File: config.mk
export PLATFORM = sky130hd
export DESIGN_NAME = escritor_texto_flat
export DESIGN_NICKNAME = d
export VERILOG_FILES = /design/src/rtl/escritor_texto_if.sv /design/src/rtl/escritor_texto.sv /design/src/flat_wrapper.sv
export SDC_FILE = /design/constraint.sdc
export NUM_CORES = 1
export LEC_CHECK = 0
export BUFFER_PORTS_ARGS = -buffer_cell sky130_fd_sc_hd__buf_2
export CELL_PAD_IN_SITES_DETAIL_PLACEMENT = 1
export CELL_PAD_IN_SITES_GLOBAL_PLACEMENT = 2
export CORE_AREA = 2 2 114 116
export CTS_BUF_LIST = sky130_fd_sc_hd__clkbuf_8
export CTS_CLUSTER_SIZE = 16
export DETAILED_ROUTE_END_ITERATION = 8
export DIE_AREA = 0 0 116 118
export MAX_ROUTING_LAYER = met4
export PLACE_DENSITY_LB_ADDON = 0.3
export SLEW_MARGIN = 20
export SYNTH_ARGS = -nofsm -noshare
export SYNTH_HDL_FRONTEND = slang
export SYNTH_SLANG_ARGS = --single-unit
File: constraint.sdc
create_clock -name NCLK -period 3 [get_ports NCLK]
set_clock_uncertainty 0.15 [all_clocks]
set_input_delay 0 -clock NCLK [delete_from_list [all_inputs] [get_ports NCLK]]
set_output_delay 0 -clock NCLK [all_outputs]
set_load 0.1 [all_outputs]
File: src/rtl/escritor_texto_if.sv
// Character stream in / text RAM write port out for escritor_texto.
// slave = the writer block, master = the character source / observer side.
interface escritor_texto_if #(
  parameter int ADDR_W = 12
) ();
  logic [6:0]        Char_in;
  logic              Valid;
  logic              Ready;
  logic              WrEn;
  logic [ADDR_W-1:0] WrAddr;
  logic [6:0]        WrData;
  logic [6:0]        Col;
  logic [4:0]        Fila;

  modport master (
    output Char_in, Valid,
    input  Ready, WrEn, WrAddr, WrData, Col, Fila
  );

  modport slave (
    input  Char_in, Valid,
    output Ready, WrEn, WrAddr, WrData, Col, Fila
  );
endinterface

File: src/rtl/escritor_texto.sv
// Text RAM writer: cursor tracking, CR/LF/BS/FF handling and full-screen clear.
// Optional macro CLEAR_ON_RESET_EN: leaving reset runs a full clear before IDLE.
module escritor_texto #(
  parameter int COLS   = 80,
  parameter int ROWS   = 30,
  parameter int ADDR_W = 12
) (
  input logic             NCLK,
  input logic             NRST,
  escritor_texto_if.slave bus
);
  localparam logic [ADDR_W-1:0] LAST_ADDR = ADDR_W'(COLS * ROWS - 1);
  localparam logic [ADDR_W-1:0] ROW_STEP  = ADDR_W'(COLS);
  localparam logic [ADDR_W-1:0] LF_WRAP   = ADDR_W'((ROWS - 1) * COLS);
  localparam logic [6:0]        COL_LAST  = 7'(COLS - 1);
  localparam logic [4:0]        FILA_LAST = 5'(ROWS - 1);
  localparam logic [6:0]        SPACE     = 7'h20;

  typedef enum logic {ST_IDLE, ST_CLEAR} state_t;

  state_t            state_q, state_d;
  logic              ready_q, ready_d;
  logic              wr_en_q, wr_en_d;
  logic [ADDR_W-1:0] wr_addr_q, wr_addr_d;
  logic [6:0]        wr_data_q, wr_data_d;
  logic [ADDR_W-1:0] cur_q, cur_d;
  logic [6:0]        col_q, col_d;
  logic [4:0]        fila_q, fila_d;
  logic              accept;

  assign accept = bus.Valid && ready_q;

  always_comb begin
    state_d   = state_q;
    wr_en_d   = 1'b0;
    wr_addr_d = wr_addr_q;
    wr_data_d = wr_data_q;
    cur_d     = cur_q;
    col_d     = col_q;
    fila_d    = fila_q;

    unique case (state_q)
      ST_IDLE: begin
        if (accept) begin
          if (bus.Char_in >= 7'h20 && bus.Char_in <= 7'h7E) begin
            wr_en_d   = 1'b1;
            wr_addr_d = cur_q;
            wr_data_d = bus.Char_in;
            if (col_q == COL_LAST) begin
              col_d = '0;
              if (fila_q == FILA_LAST) begin
                fila_d = '0;
                cur_d  = '0;
              end else begin
                fila_d = fila_q + 5'd1;
                cur_d  = cur_q + ADDR_W'(1);
              end
            end else begin
              col_d = col_q + 7'd1;
              cur_d = cur_q + ADDR_W'(1);
            end
          end else begin
            case (bus.Char_in)
              7'h0D: begin
                col_d = '0;
                cur_d = cur_q - ADDR_W'(col_q);
              end
              7'h0A: begin
                if (fila_q == FILA_LAST) begin
                  fila_d = '0;
                  cur_d  = cur_q - LF_WRAP;
                end else begin
                  fila_d = fila_q + 5'd1;
                  cur_d  = cur_q + ROW_STEP;
                end
              end
              7'h08: begin
                // Erase lands on the cell the cursor moves back to; (0,0) erases in place.
                if (col_q != '0) begin
                  col_d = col_q - 7'd1;
                  cur_d = cur_q - ADDR_W'(1);
                end else if (fila_q != '0) begin
                  col_d  = COL_LAST;
                  fila_d = fila_q - 5'd1;
                  cur_d  = cur_q - ADDR_W'(1);
                end
                wr_en_d   = 1'b1;
                wr_addr_d = cur_d;
                wr_data_d = SPACE;
              end
              7'h0C: begin
                state_d   = ST_CLEAR;
                wr_en_d   = 1'b1;
                wr_addr_d = '0;
                wr_data_d = SPACE;
              end
              default: ;
            endcase
          end
        end
      end

      ST_CLEAR: begin
        // The write address doubles as the sweep counter; a cleared WrEn marks the
        // first sweep cycle straight out of reset.
        if (!wr_en_q) begin
          wr_en_d   = 1'b1;
          wr_addr_d = '0;
          wr_data_d = SPACE;
        end else if (wr_addr_q == LAST_ADDR) begin
          state_d = ST_IDLE;
          cur_d   = '0;
          col_d   = '0;
          fila_d  = '0;
        end else begin
          wr_en_d   = 1'b1;
          wr_addr_d = wr_addr_q + ADDR_W'(1);
          wr_data_d = SPACE;
        end
      end

      default: state_d = ST_IDLE;
    endcase

    ready_d = (state_d == ST_IDLE);
  end

  always_ff @(posedge NCLK) begin
    if (!NRST) begin
`ifdef CLEAR_ON_RESET_EN
      state_q <= ST_CLEAR;
      ready_q <= 1'b0;
`else
      state_q <= ST_IDLE;
      ready_q <= 1'b1;
`endif
      wr_en_q   <= 1'b0;
      wr_addr_q <= '0;
      wr_data_q <= '0;
      cur_q     <= '0;
      col_q     <= '0;
      fila_q    <= '0;
    end else begin
      state_q   <= state_d;
      ready_q   <= ready_d;
      wr_en_q   <= wr_en_d;
      wr_addr_q <= wr_addr_d;
      wr_data_q <= wr_data_d;
      cur_q     <= cur_d;
      col_q     <= col_d;
      fila_q    <= fila_d;
    end
  end

  assign bus.Ready  = ready_q;
  assign bus.WrEn   = wr_en_q;
  assign bus.WrAddr = wr_addr_q;
  assign bus.WrData = wr_data_q;
  assign bus.Col    = col_q;
  assign bus.Fila   = fila_q;
endmodule

File: src/flat_wrapper.sv
// flat-port wrapper written by rule: the top's interface ports become plain ports
module escritor_texto_flat 
#(
  parameter int COLS   = 80,
  parameter int ROWS   = 30,
  parameter int ADDR_W = 12
)
  (NCLK, NRST, bus_Char_in, bus_Valid, bus_Ready, bus_WrEn, bus_WrAddr, bus_WrData, bus_Col, bus_Fila);
  escritor_texto_if #(.ADDR_W(ADDR_W)) bus_i ();
  input logic NCLK;
  input logic NRST;
  input wire logic [$bits(bus_i.Char_in)-1:0] bus_Char_in;
  input wire logic [$bits(bus_i.Valid)-1:0] bus_Valid;
  output wire logic [$bits(bus_i.Ready)-1:0] bus_Ready;
  output wire logic [$bits(bus_i.WrEn)-1:0] bus_WrEn;
  output wire logic [$bits(bus_i.WrAddr)-1:0] bus_WrAddr;
  output wire logic [$bits(bus_i.WrData)-1:0] bus_WrData;
  output wire logic [$bits(bus_i.Col)-1:0] bus_Col;
  output wire logic [$bits(bus_i.Fila)-1:0] bus_Fila;
  assign bus_i.Char_in = bus_Char_in;
  assign bus_i.Valid = bus_Valid;
  assign bus_Ready = bus_i.Ready;
  assign bus_WrEn = bus_i.WrEn;
  assign bus_WrAddr = bus_i.WrAddr;
  assign bus_WrData = bus_i.WrData;
  assign bus_Col = bus_i.Col;
  assign bus_Fila = bus_i.Fila;
  escritor_texto #(.COLS(COLS), .ROWS(ROWS), .ADDR_W(ADDR_W)) u_core (.NCLK(NCLK), .NRST(NRST), .bus(bus_i));
endmodule
==> run metrics <==
Post-DRT Antenna Nets=0; Num CTS Buffers=5; Crit Reg-Reg Endpoint=u_core.cur_q[10]; diode count=0; Die Ht=118 um; crit path DAT=2.89 ns; clk slew on worst S/H paths=about 0.10 ns; Total Power=1.929 mW; crit path from=u_core.bus.Fila[1]; Worst setup SP type=flip-flop; CP peak stage delay=0.45 ns; Rows=41; DR pass1 iterations=6; Slowest-stage cell, CP=fa_1; Synth Warn #=0; first-pass GRT wire length=between 20 and 30 mm; Starting Density=0.3556; RSZ-0062 raised after global routing=false; CP max FO=6; crit path to=u_core.cur_q[10]; Leakage=1.993 nW; Worst-Margin Slew=0.6820 ns; CTS Root Cell=clkbuf_8; R2R Setup Slk=0.19 ns; final hold violation count=0; Clock Latency Late Sink=roughly 0.33 ns; largest cells by area after synthesis=dfxtp_1 (21%), ha_1 (5.7%), nand2_1 (4.9%), a21oi_1 (4.6%), o21ai_0 (4.1%); Yosys reg bits=46; CTS H-tree lvls=2; Core Region=0.01241 mm^2; GRT Total Usage=0.2631; Sink Count=between 40 and 50; Syn Std Cell Area=0.004414 mm^2; top cell type's share of synthesized area=0.2086; CTS max path bufs=2; number of global-route vias before repair=around 5,000; Via density=6.162; min Tclk post-route=2.812 ns; Post-Syn Instances=602; synth unique cells=76; DP HPWL=12.60 mm; top_reg_cell synth=dfxtp_1; cell with the most instances on the worst path=inv_1; P per Cell Area=380.1 mW/mm^2; maximum VDD drop=0.0002223 V; Util after Layout=0.4089; FMAX=355.6 MHz; normalized max-slew margin=0.5423; register area share after synthesis=0.2086; syn_area_per_cell=7.333 um^2; CTS tree=yes; max cap viols=0; setup TNS=0 ns; GRT Residual Overflow=0; net count after synthesis=~630; Area Overhead vs Synth=14.99%; die area=roughly 0.014 mm^2; DRT Wirelength=16.94 mm; RR Startpoint=u_core.bus.Fila[1]; RePlAce Congestion=roughly 0.90; CP Cell Sequence=inv_1 > ha_1 > nand4_1 > inv_1 > fa_1 > o21a_1 > o211a_1 > o21ai_0 > o31ai_1 > o31a_1 > a22o_1; Slew Limit Fails=0; Post-synth EDFFs=0; top cell type by total area after synthesis=dfxtp_1; io pins=43; initial antenna violation count=0; status=completed; # DRC=0; die width=116 um; Vias=about 5,000; Final nets=675; Post-synth ARST share=0; crit share post-route=0.9374; CP Capture Type=flip-flop; Hold Path Class=input pin to flip-flop; WP data required=3.08 ns; setup violators final=0; Setup CP Type=flip-flop to flip-flop; R2R cell count=11; largest net degree at the start of global routing=29; share of cells above drive strength 1=0.1804; drt first-iter violations=315; drt wl/cell=a little over 20 um; port buffer count=42
power by group:
part,internal (mW),leakage [nW],switching (mW)
combinational,0.270,1.57,0.517
clock,0.157,0.0414,0.241
sequential,0.650,0.381,0.0932
total,1.08,1.99,0.852
Yosys cell counts (4+ instances only):
| cell type | number |
|---|---|
| nor3b_1 | 4 |
| nand4_1 | 6 |
| dfxtp_1 | 46 |
| o211ai_1 | 11 |
| and3_1 | 10 |
| nor2_1 | 37 |
| nand2_1 | 58 |
| a31oi_1 | 8 |
| o211a_1 | 5 |
| o21a_1 | 9 |
| o32ai_1 | 4 |
| clkbuf_1 | 34 |
| a21o_1 | 4 |
| o22ai_1 | 11 |
| nand3_1 | 32 |
| xor2_1 | 5 |
| o41ai_1 | 4 |
| nand2b_1 | 4 |
| a21oi_1 | 41 |
| buf_2 | 10 |
| o21ai_0 | 36 |
| a211oi_1 | 15 |
| xnor2_1 | 7 |
| ha_1 | 20 |
| or3_1 | 16 |
| nor3_1 | 25 |
| nor4_1 | 6 |
| and2_1 | 4 |
| nor2b_1 | 6 |
| a222oi_1 | 4 |
| a22oi_1 | 4 |
| a221oi_1 | 4 |
| a32o_1 | 6 |
| o32a_1 | 4 |
| inv_1 | 22 |
| or4_1 | 4 |
| o31ai_1 | 10 |
kinds of logic (layout without fill, tap and decap cells):
| family | count (synthesis) | after routing | share of synthesized area |
|---|---|---|---|
| flip-flops | 46 | 46 | 0.2086 |
| AO/OA/AOI/OAI | 215 | 215 | 0.3475 |
| multiplexers | 3 | 3 | 0.006803 |
| adder cells (fa/ha/maj) | 22 | 22 | 0.06576 |
| AND/OR/NAND/NOR | 232 | 232 | 0.2783 |
| buffers and inverters | 72 | 113 | 0.06916 |
| XOR/XNOR | 12 | 12 | 0.02381 |
routing by layer:
layer,share of wire,vias to the layer above,GRT usage
li1,-,2388,-
met1,0.46,2487,0.3466
met2,0.48,128,0.4247
met3,0.045,19,0.03605
met4,0.017,0,0.06548
met5,0,-,-
registers in the layout, indices dropped and copies added (netlist names):
register           count
u_core.bus.WrEn        1
u_core.bus.WrAddr     12
u_core.state_q         1
u_core.bus.Col         7
u_core.bus.Fila        5
u_core.cur_q          12
u_core.bus.WrData      7
u_core.bus.Ready       1
worst min path at each step:
stage                         from                   end  depth (start not counted)
floorplan           bus_Char_in[3]  u_core.bus.WrData[3]                          2
finish                        NRST     u_core.bus.Col[1]                          4
detailed placement  bus_Char_in[3]  u_core.bus.WrData[3]                          3
global route                  NRST     u_core.bus.Col[1]                          4
global placement    bus_Char_in[3]  u_core.bus.WrData[3]                          3
CTS                           NRST     u_core.bus.Col[1]                          4
metrics by stage:
step,setup WS [ns],instance area (um^2),hold slack (ns),cells
after floorplan,0.03987,4434,0.001878,602
after global placement,0.2359,4927,0.1461,802
after detailed placement,0.1468,4927,0.1565,802
after CTS,0.09423,5067,0.01482,815
after global routing,0.04196,5076,0.06966,815
final,0.1879,5076,0.03867,815
critical path: cells and delay by family, from the launching register on:
kind            cells  cell delay (ns)
compound gates      6             1.19
fa+ha+maj           2             0.65
flops               1             0.38
buf+inv             2             0.23
simple gates        1             0.11
final cells by class:
type | instances | area [um^2]
sequential | 46 | 940.9
fill | 1619 | 7338
clock inverter | 2 | 11.26
timing repair buffer | 83 | 545.5
clock buffer | 5 | 68.82
inverter | 23 | 86.33
tap | 172 | 215.2
multi-input combinational | 484 | 3208
layout by cell type (no fill, tap or decap), types with 5 or more instances in the layout:
cell type      count
nand3_1           32
a32o_1             6
o22ai_1           11
o211a_1            5
a31oi_1            8
or3_1             16
nand2_1           58
dlygate4sd3_1      6
o31ai_1           10
buf_4             34
xnor2_1            7
nor2_1            37
inv_1             23
dfxtp_2           13
ha_1              20
nor3_1            25
buf_2             42
xor2_1             5
nor2b_1            6
clkbuf_8           5
a21oi_1           41
a211oi_1          14
nand4_1            6
o21ai_0           36
and3_1            10
dfxtp_1           32
o211ai_1          11
o21a_1             9
repair_timing:
item | CTS | global route
setup buffers | 0 | 0
hold buffers | 6 | 0
setup endpoints to repair | 0 | 3
hold endpoints to repair | 6 | 0
resized for setup | 0 | 2
No activity file was read; power rests on OpenSTA's default activity.
